### config.mk
export PLATFORM = sky130hd
export DESIGN_NAME = hazard_control_unit
export DESIGN_NICKNAME = d
export VERILOG_FILES = /design/src/rtl/hazard_control_unit.sv
export SDC_FILE = /design/constraint.sdc
export NUM_CORES = 1
export LEC_CHECK = 0
export ABC_AREA = 1
export CAP_MARGIN = 15
export CORE_ASPECT_RATIO = 1.4
export CORE_UTILIZATION = 49
export CTS_CLUSTER_SIZE = 14
export DETAILED_ROUTE_END_ITERATION = 10
export PLACE_DENSITY = 0.86
export SLEW_MARGIN = 15
export SYNTH_ARGS = -nofsm -noshare
export SYNTH_HDL_FRONTEND = slang
export SYNTH_SLANG_ARGS = --single-unit
### constraint.sdc
create_clock -name clk -period 7.9 [get_ports clk]
set_input_delay 0.79 -clock clk [delete_from_list [all_inputs] [get_ports clk]]
set_output_delay 0.79 -clock clk [all_outputs]
set_load 0.02 [all_outputs]
### src/rtl/hazard_control_unit.sv
// hazard_control_unit: stall/flush/forward sequencing for the five-stage pipeline
module hazard_control_unit #(
  parameter int XLEN   = 32,
  parameter int REG_AW = 5
) (
  input  logic              clk,
  input  logic              rst,
  input  logic [REG_AW-1:0] Rs1D,
  input  logic [REG_AW-1:0] Rs2D,
  input  logic [REG_AW-1:0] Rs1E,
  input  logic [REG_AW-1:0] Rs2E,
  input  logic [REG_AW-1:0] RdE,
  input  logic [REG_AW-1:0] RdM,
  input  logic [REG_AW-1:0] RdW,
  input  logic              RegWriteM,
  input  logic              RegWriteW,
  input  logic              ResultSrcE0,
  input  logic              mispredict_E,
  input  logic [XLEN-1:0]   CorrectPCE,
  input  logic              imem_ready,
  input  logic              dmem_req_M,
  input  logic              dmem_ready_M,
  output logic              StallF,
  output logic              StallD,
  output logic              StallE,
  output logic              StallM,
  output logic              StallW,
  output logic              FlushD,
  output logic              FlushE,
  output logic [1:0]        ForwardAE,
  output logic [1:0]        ForwardBE,
  output logic [1:0]        PCNextSelF,
  output logic [XLEN-1:0]   RedirectPCF,
  output logic [XLEN-1:0]   stall_cycles,
  output logic [XLEN-1:0]   flush_count
);
  typedef enum logic {RUN, DWAIT} state_t;
  state_t state_q, state_d;
  logic redir_pend_q, redir_pend_d;
  logic [XLEN-1:0] redir_pc_q, redir_pc_d, stall_cycles_q, stall_cycles_d, flush_count_q, flush_count_d;
  logic frozen, mp, redir_go, lu, stall_d, stall_f, flush_d, flush_e;
  logic [1:0] pc_sel, fwd_a, fwd_b;
  always_comb begin
    frozen   = (state_q == DWAIT) ? ~dmem_ready_M : (dmem_req_M & ~dmem_ready_M);
    mp       = mispredict_E & ~frozen;
    redir_go = redir_pend_q & imem_ready & ~mp;
    lu       = ResultSrcE0 && RdE != '0 && (RdE == Rs1D || RdE == Rs2D);
    // a redirect in flight makes the decode contents wrong-path, so load-use must not hold fetch
    stall_d  = frozen | (lu & ~mp & ~redir_go);
    stall_f  = stall_d | ~imem_ready;
    flush_d  = ~frozen & (mp | (~stall_d & (~imem_ready | redir_go)));
    flush_e  = ~frozen & (mp | stall_d);
    pc_sel   = frozen ? 2'b00 : mp ? (imem_ready ? 2'b01 : 2'b00) : redir_go ? 2'b10 : 2'b00;
    fwd_a    = (RegWriteM && RdM != '0 && RdM == Rs1E) ? 2'b10 :
               (RegWriteW && RdW != '0 && RdW == Rs1E) ? 2'b01 : 2'b00;
    fwd_b    = (RegWriteM && RdM != '0 && RdM == Rs2E) ? 2'b10 :
               (RegWriteW && RdW != '0 && RdW == Rs2E) ? 2'b01 : 2'b00;
    state_d        = frozen ? DWAIT : RUN;
    redir_pend_d   = frozen ? redir_pend_q : mp ? ~imem_ready : imem_ready ? 1'b0 : redir_pend_q;
    redir_pc_d     = (mp & ~imem_ready) ? CorrectPCE : redir_pc_q;
    stall_cycles_d = stall_cycles_q + XLEN'(stall_f);
    flush_count_d  = flush_count_q + XLEN'(mp);
  end
  always_ff @(posedge clk or posedge rst) begin
    if (rst) begin
      state_q        <= RUN;
      redir_pend_q   <= 1'b0;
      redir_pc_q     <= '0;
      stall_cycles_q <= '0;
      flush_count_q  <= '0;
    end else begin
      state_q        <= state_d;
      redir_pend_q   <= redir_pend_d;
      redir_pc_q     <= redir_pc_d;
      stall_cycles_q <= stall_cycles_d;
      flush_count_q  <= flush_count_d;
    end
  end
  assign StallF       = ~rst & stall_f;
  assign StallD       = ~rst & stall_d;
  assign StallE       = ~rst & frozen;
  assign StallM       = ~rst & frozen;
  assign StallW       = ~rst & frozen;
  assign FlushD       = ~rst & flush_d;
  assign FlushE       = ~rst & flush_e;
  assign ForwardAE    = rst ? 2'b00 : fwd_a;
  assign ForwardBE    = rst ? 2'b00 : fwd_b;
  assign PCNextSelF   = rst ? 2'b00 : pc_sel;
  assign RedirectPCF  = redir_pc_q;
  assign stall_cycles = stall_cycles_q;
  assign flush_count  = flush_count_q;
endmodule

After elaboration in Yosys (flattened, before gate mapping)
Index checks and enable logic that the tools add are counted.

word-level totals
  bits of input ports = 76
  flip-flop bits (word level) = 98
  word-level logic and storage cells = 69

cells by class
  bitwise gates (word level) = 27
  reduce and logical (&&, ||, !) cells = 14
  equal/unequal tests = 6
  add/sub/neg operators = 2
  muxes and demuxes = 15

operators by type and width
  operator                                  number
  32-bit by 1-bit adder with 32-bit output  2
  5-bit equality test                       6
  2-bit two-way mux                         8
  1-bit bitwise AND                         15
  5-bit nonzero test                        3
  1-bit logical AND                         8
  1-bit two-way mux                         7
  1-bit inverter                            7
  1-bit OR                                  5
  2-bit AND reduction                       1
  2-bit nonzero test                        1
  1-bit logical OR                          1

Logic depth before layout (Yosys ltp)
  depth in word-level cells = 15
  mapped depth = 17

Least setup slack after synthesis
No wires, ideal clock.

  path type = input-to-output
  from = input port rst
  to = output port ForwardAE[0]
  path buffers = 1
  path slack = 3,182 ps
  stages = 6
  arrival time = 3,928 ps
  data required time = 7,110 ps
  cell sequence = clkbuf_1 inv_1 o21ai_0 a21oi_1 nand3_1 nor2b_1

on the way
  longest elaborated chain between the ends = 1

ends and longest elaborated chain
  element             RTL line  source
  start: declaration  7         input logic rst,
  2-bit two-way mux   86        assign ForwardAE = rst ? 2'b00 : fwd_a;
  end: declaration    30        output logic [1:0] ForwardAE,

No other way between the ends.

Worst setup path in the final report
  from = input port imem_ready
  to = output port StallF

on the way
  longest elaborated chain between the ends = 7
  elaborated cells between the ends (all ways) = 8
  those cells by class = 8 x bitwise

ends and longest elaborated chain
  element                          RTL line  source
  start: declaration               20        input logic imem_ready,
  1-bit bitwise AND (2 in series)  46        redir_go = redir_pend_q & imem_ready & ~mp;
  1-bit inverter                   49        stall_d = frozen | (lu & ~mp & ~redir_go);
  1-bit bitwise AND                49
  1-bit OR                         49
  1-bit OR *                       50        stall_f = stall_d | ~imem_ready;
  1-bit bitwise AND *              79        assign StallF = ~rst & stall_f;
  end: declaration                 23        output logic StallF,

Mark *: on every way between the ends. The rest lies on a longest branch, timed or not.

==> run metrics <==
transition at the pin with the smallest max-transition slack 1.028 ns; die area 0.01109 mm²; power share of the sequential group 0.422; number of max-cap violations 0; power share of the combinational group 0.274; critical hold path startpoint RedirectPCF[25]$_DFFE_PP0P_; weighted congestion reported at the end of routability-driven placement 0.9279; Chip Width 89.31 µm; flop and latch count out of synthesis 98; worst vdd ir 0.1217 mV; R2R Path End flush_count[24]$_DFF_PP0_; hold-critical path endpoint RedirectPCF[25]$_DFFE_PP0P_; Detailed Route WL 14680 µm; length in cells of the worst reg-to-reg path 10; main area contributors after synthesis sky130_fd_sc_hd__dfrtp_1 47%, sky130_fd_sc_hd__nand2_1 15%, sky130_fd_sc_hd__xor2_1 8.2%; clock tree root driver cell sky130_fd_sc_hd__clkbuf_16; total track usage 0.2798; cell-by-cell listing of the critical path clkdlybuf4s50_1 -> clkinv_1 -> nor2_1 -> a21oi_1 -> clkdlybuf4s50_1; worst hold path type reg2reg; Post-CTS Setup Inserts 0; num rows 44; final worst-path cycle share 0.5014; Worst Setup End Kind output pin; library cell with the highest instance count after synthesis sky130_fd_sc_hd__nand2_1; CP Buf/Inv Count 3; Floorplan Core Area 0.01035 mm²; maximum number of pins on one net before global-route repair 57; clock tree from TritonCTS done; DPL Wire Length 11600 µm; Resized Gates After CTS 0; proportion of synthesized chip area in sequential cells 0.4690; layout cell share with drive strength beyond 1 0.04384; leading register cell type out of synthesis sky130_fd_sc_hd__dfrtp_1; Avg Inst Size Synth 7.983 µm²; Worst Hold Depth 2; number of distinct library cells after synthesis 28; vias in the first global route 5099; Slew Limit Fails 0; share of flip-flops with an asynchronous set or reset after synthesis 1.000; P_int 1.007 mW; Yosys warning count 0; pre-CTS worst setup slack 3.936 ns; total iterations of the first detailed-routing run 4; power per standard cell area 198.2 mW/mm²; arrival time at the worst endpoint 3.17 ns; area share of the largest cell type after synthesis 0.4690; mean number of vias per cell 5.181; delay of the slowest critical-path stage 0.74 ns; Syn Inst Count 655; final core utilization 0.7250; flop2flop setup slack 5.13 ns; CTS buffer count 9; critical path startpoint imem_ready; ANT cells 0; setup slack of the critical path after layout 3.939 ns; wire length of the first global-routing pass 23800 µm; Die Height 124.2 µm; number of routed nets with antenna violations 0; cell with the most instances on the worst path sky130_fd_sc_hd__clkdlybuf4s50_1; net switching fraction of the power 0.3227; startpoint of the worst-slack reg-to-reg timing path state_q$_DFF_PP0_; Skew-Pair Late Insertion Delay 0.35 ns; switching power 479.9 µW; register clock-pin slew on the reported worst setup and hold paths 0.07 ns; Vias 5088; largest clock skew in the final design 0.009990 ns; ports placed on the boundary 185; run status completed; wire length per cell 14.94 µm; worst setup path class in2out; Netlist Area Pre-Place 0.005229 mm²; net count after synthesis 735; leading cell types by count after synthesis 206 x sky130_fd_sc_hd__nand2_1, 98 x sky130_fd_sc_hd__dfrtp_1, 79 x sky130_fd_sc_hd__nor2_1; fill count 840; cell with the largest stage delay on the worst path sky130_fd_sc_hd__clkinv_1; headroom to the max-slew limit 0.3128; clock share of power 0.304; cell accounting for the most synthesized area sky130_fd_sc_hd__dfrtp_1; Design Power 1.487 mW; f_max 252.4 MHz; crit path launch type input pin; residual overflow from global routing 0; leakage power summed over all cells 3.493 nW; total number of H-tree levels 3; unrepaired setup endpoints after global routing no; number of synthesized flops with an enable pin 0; number of nets in the layout 919; Final Critical Period 3.961 ns; antenna violations before repair 0; family with the most delay on the worst path buffers and inverters; residual DRC count 0; setup TNS 0 ns; final setup violation count 0; buffers from clock root to sink, at most 2; signed area change from the synthesized netlist to the final layout 43.50%; detailed router's first-iteration violation count 239; post-cts hold buffer count 0; CP required 7.11 ns; initial core utilization 0.5052; crit-path max FO 35; number of input and output port buffers inserted 184; final hold violation count 0; TritonCTS sink count 98
how the worst max path moves through the flow:
stage	end	slack, ns	cells past startpoint
final	StallF	3.94	5
after detailed placement	StallF	3.94	5
after global routing	StallF	3.72	5
after global placement	StallF	3.95	5
after CTS	StallF	3.93	5
after floorplan	ForwardAE[0]	3.18	6
worst reg2reg max path: cells and delay by family (launching register included):
family                   cells  cell delay, ns
AO/OA/AOI/OAI                1            0.22
XOR/XNOR                     1            0.18
adder cells (fa/ha/maj)      2            0.55
buffers and inverters        2            0.52
flip-flops                   1            0.40
AND/OR/NAND/NOR              4            0.84
power by group through the flow:
stage | Clock [mW] | Combinational (mW) | Sequential [mW]
3_5_place_dp | 0 | 0.410 | 0.636
3_3_place_gp | 0 | 0.401 | 0.634
4_1_cts | 0.462 | 0.412 | 0.627
5_1_grt | 0.479 | 0.441 | 0.635
6_report | 0.452 | 0.408 | 0.627
2_1_floorplan | 0 | 0.124 | 0.702
flip-flops by register name (all words and copies together) (netlist names):
register and cells:
flush_count 32, state_q 1, stall_cycles 32, RedirectPCF 32, redir_pend_q 1
kinds of logic after synthesis:
group | Yosys count | share of synthesized area
xor+xnor | 74 | 0.1240
flops | 98 | 0.4690
simple gates | 398 | 0.3329
compound gates | 10 | 0.01077
fa+ha+maj | 4 | 0.009572
buf+inv | 71 | 0.05384
layout by cell type (no fill, tap or decap), types with 4 or more instances in the layout:
master	count
sky130_fd_sc_hd__nand2_1	206
sky130_fd_sc_hd__nor3_2	4
sky130_fd_sc_hd__xnor2_1	25
sky130_fd_sc_hd__nor2_2	7
sky130_fd_sc_hd__clkbuf_16	9
sky130_fd_sc_hd__o21ai_0	4
sky130_fd_sc_hd__nor3_1	25
sky130_fd_sc_hd__xor2_1	49
sky130_fd_sc_hd__nor2_1	79
sky130_fd_sc_hd__clkdlybuf4s50_1	184
sky130_fd_sc_hd__ha_1	4
sky130_fd_sc_hd__dfrtp_1	98
sky130_fd_sc_hd__nand3_1	53
sky130_fd_sc_hd__a21oi_1	5
sky130_fd_sc_hd__nand4_1	11
sky130_fd_sc_hd__inv_1	55
sky130_fd_sc_hd__nand3b_1	5
area by class of cell:
cell class / instances / area [µm²] / area share
Clock buffer: 9 / 225.2 / 0.03001
Clock inverter: 7 / 85.08 / 0.01134
Inverter: 59 / 224.0 / 0.02985
Multi-Input combinational cell: 486 / 2495 / 0.3325
Sequential cell: 98 / 2452 / 0.3268
Tap cell: 138 / 172.7 / 0.02301
Timing Repair Buffer: 185 / 1849 / 0.2465
metal layers:
layer  track usage  part of all wire  vias to the layer above
li1              -                 -                     2424
met1        0.3129              0.37                     2374
met2        0.4742              0.51                      239
met3       0.06516             0.070                       51
met4        0.1578             0.049                        0
met5             0                 0                        -
per-stage QoR:
stage / instances / hold slack, ns / area (µm²)
4_1_cts: 982 / 0.4758 / 7503
3_5_place_dp: 966 / 0.4587 / 7193
5_1_grt: 982 / 0.4954 / 7503
2_1_floorplan: 655 / 0.4773 / 5229
6_report: 982 / 0.4718 / 7503
3_3_place_gp: 966 / 0.4530 / 7193
Power figures use the tool's default switching activity.
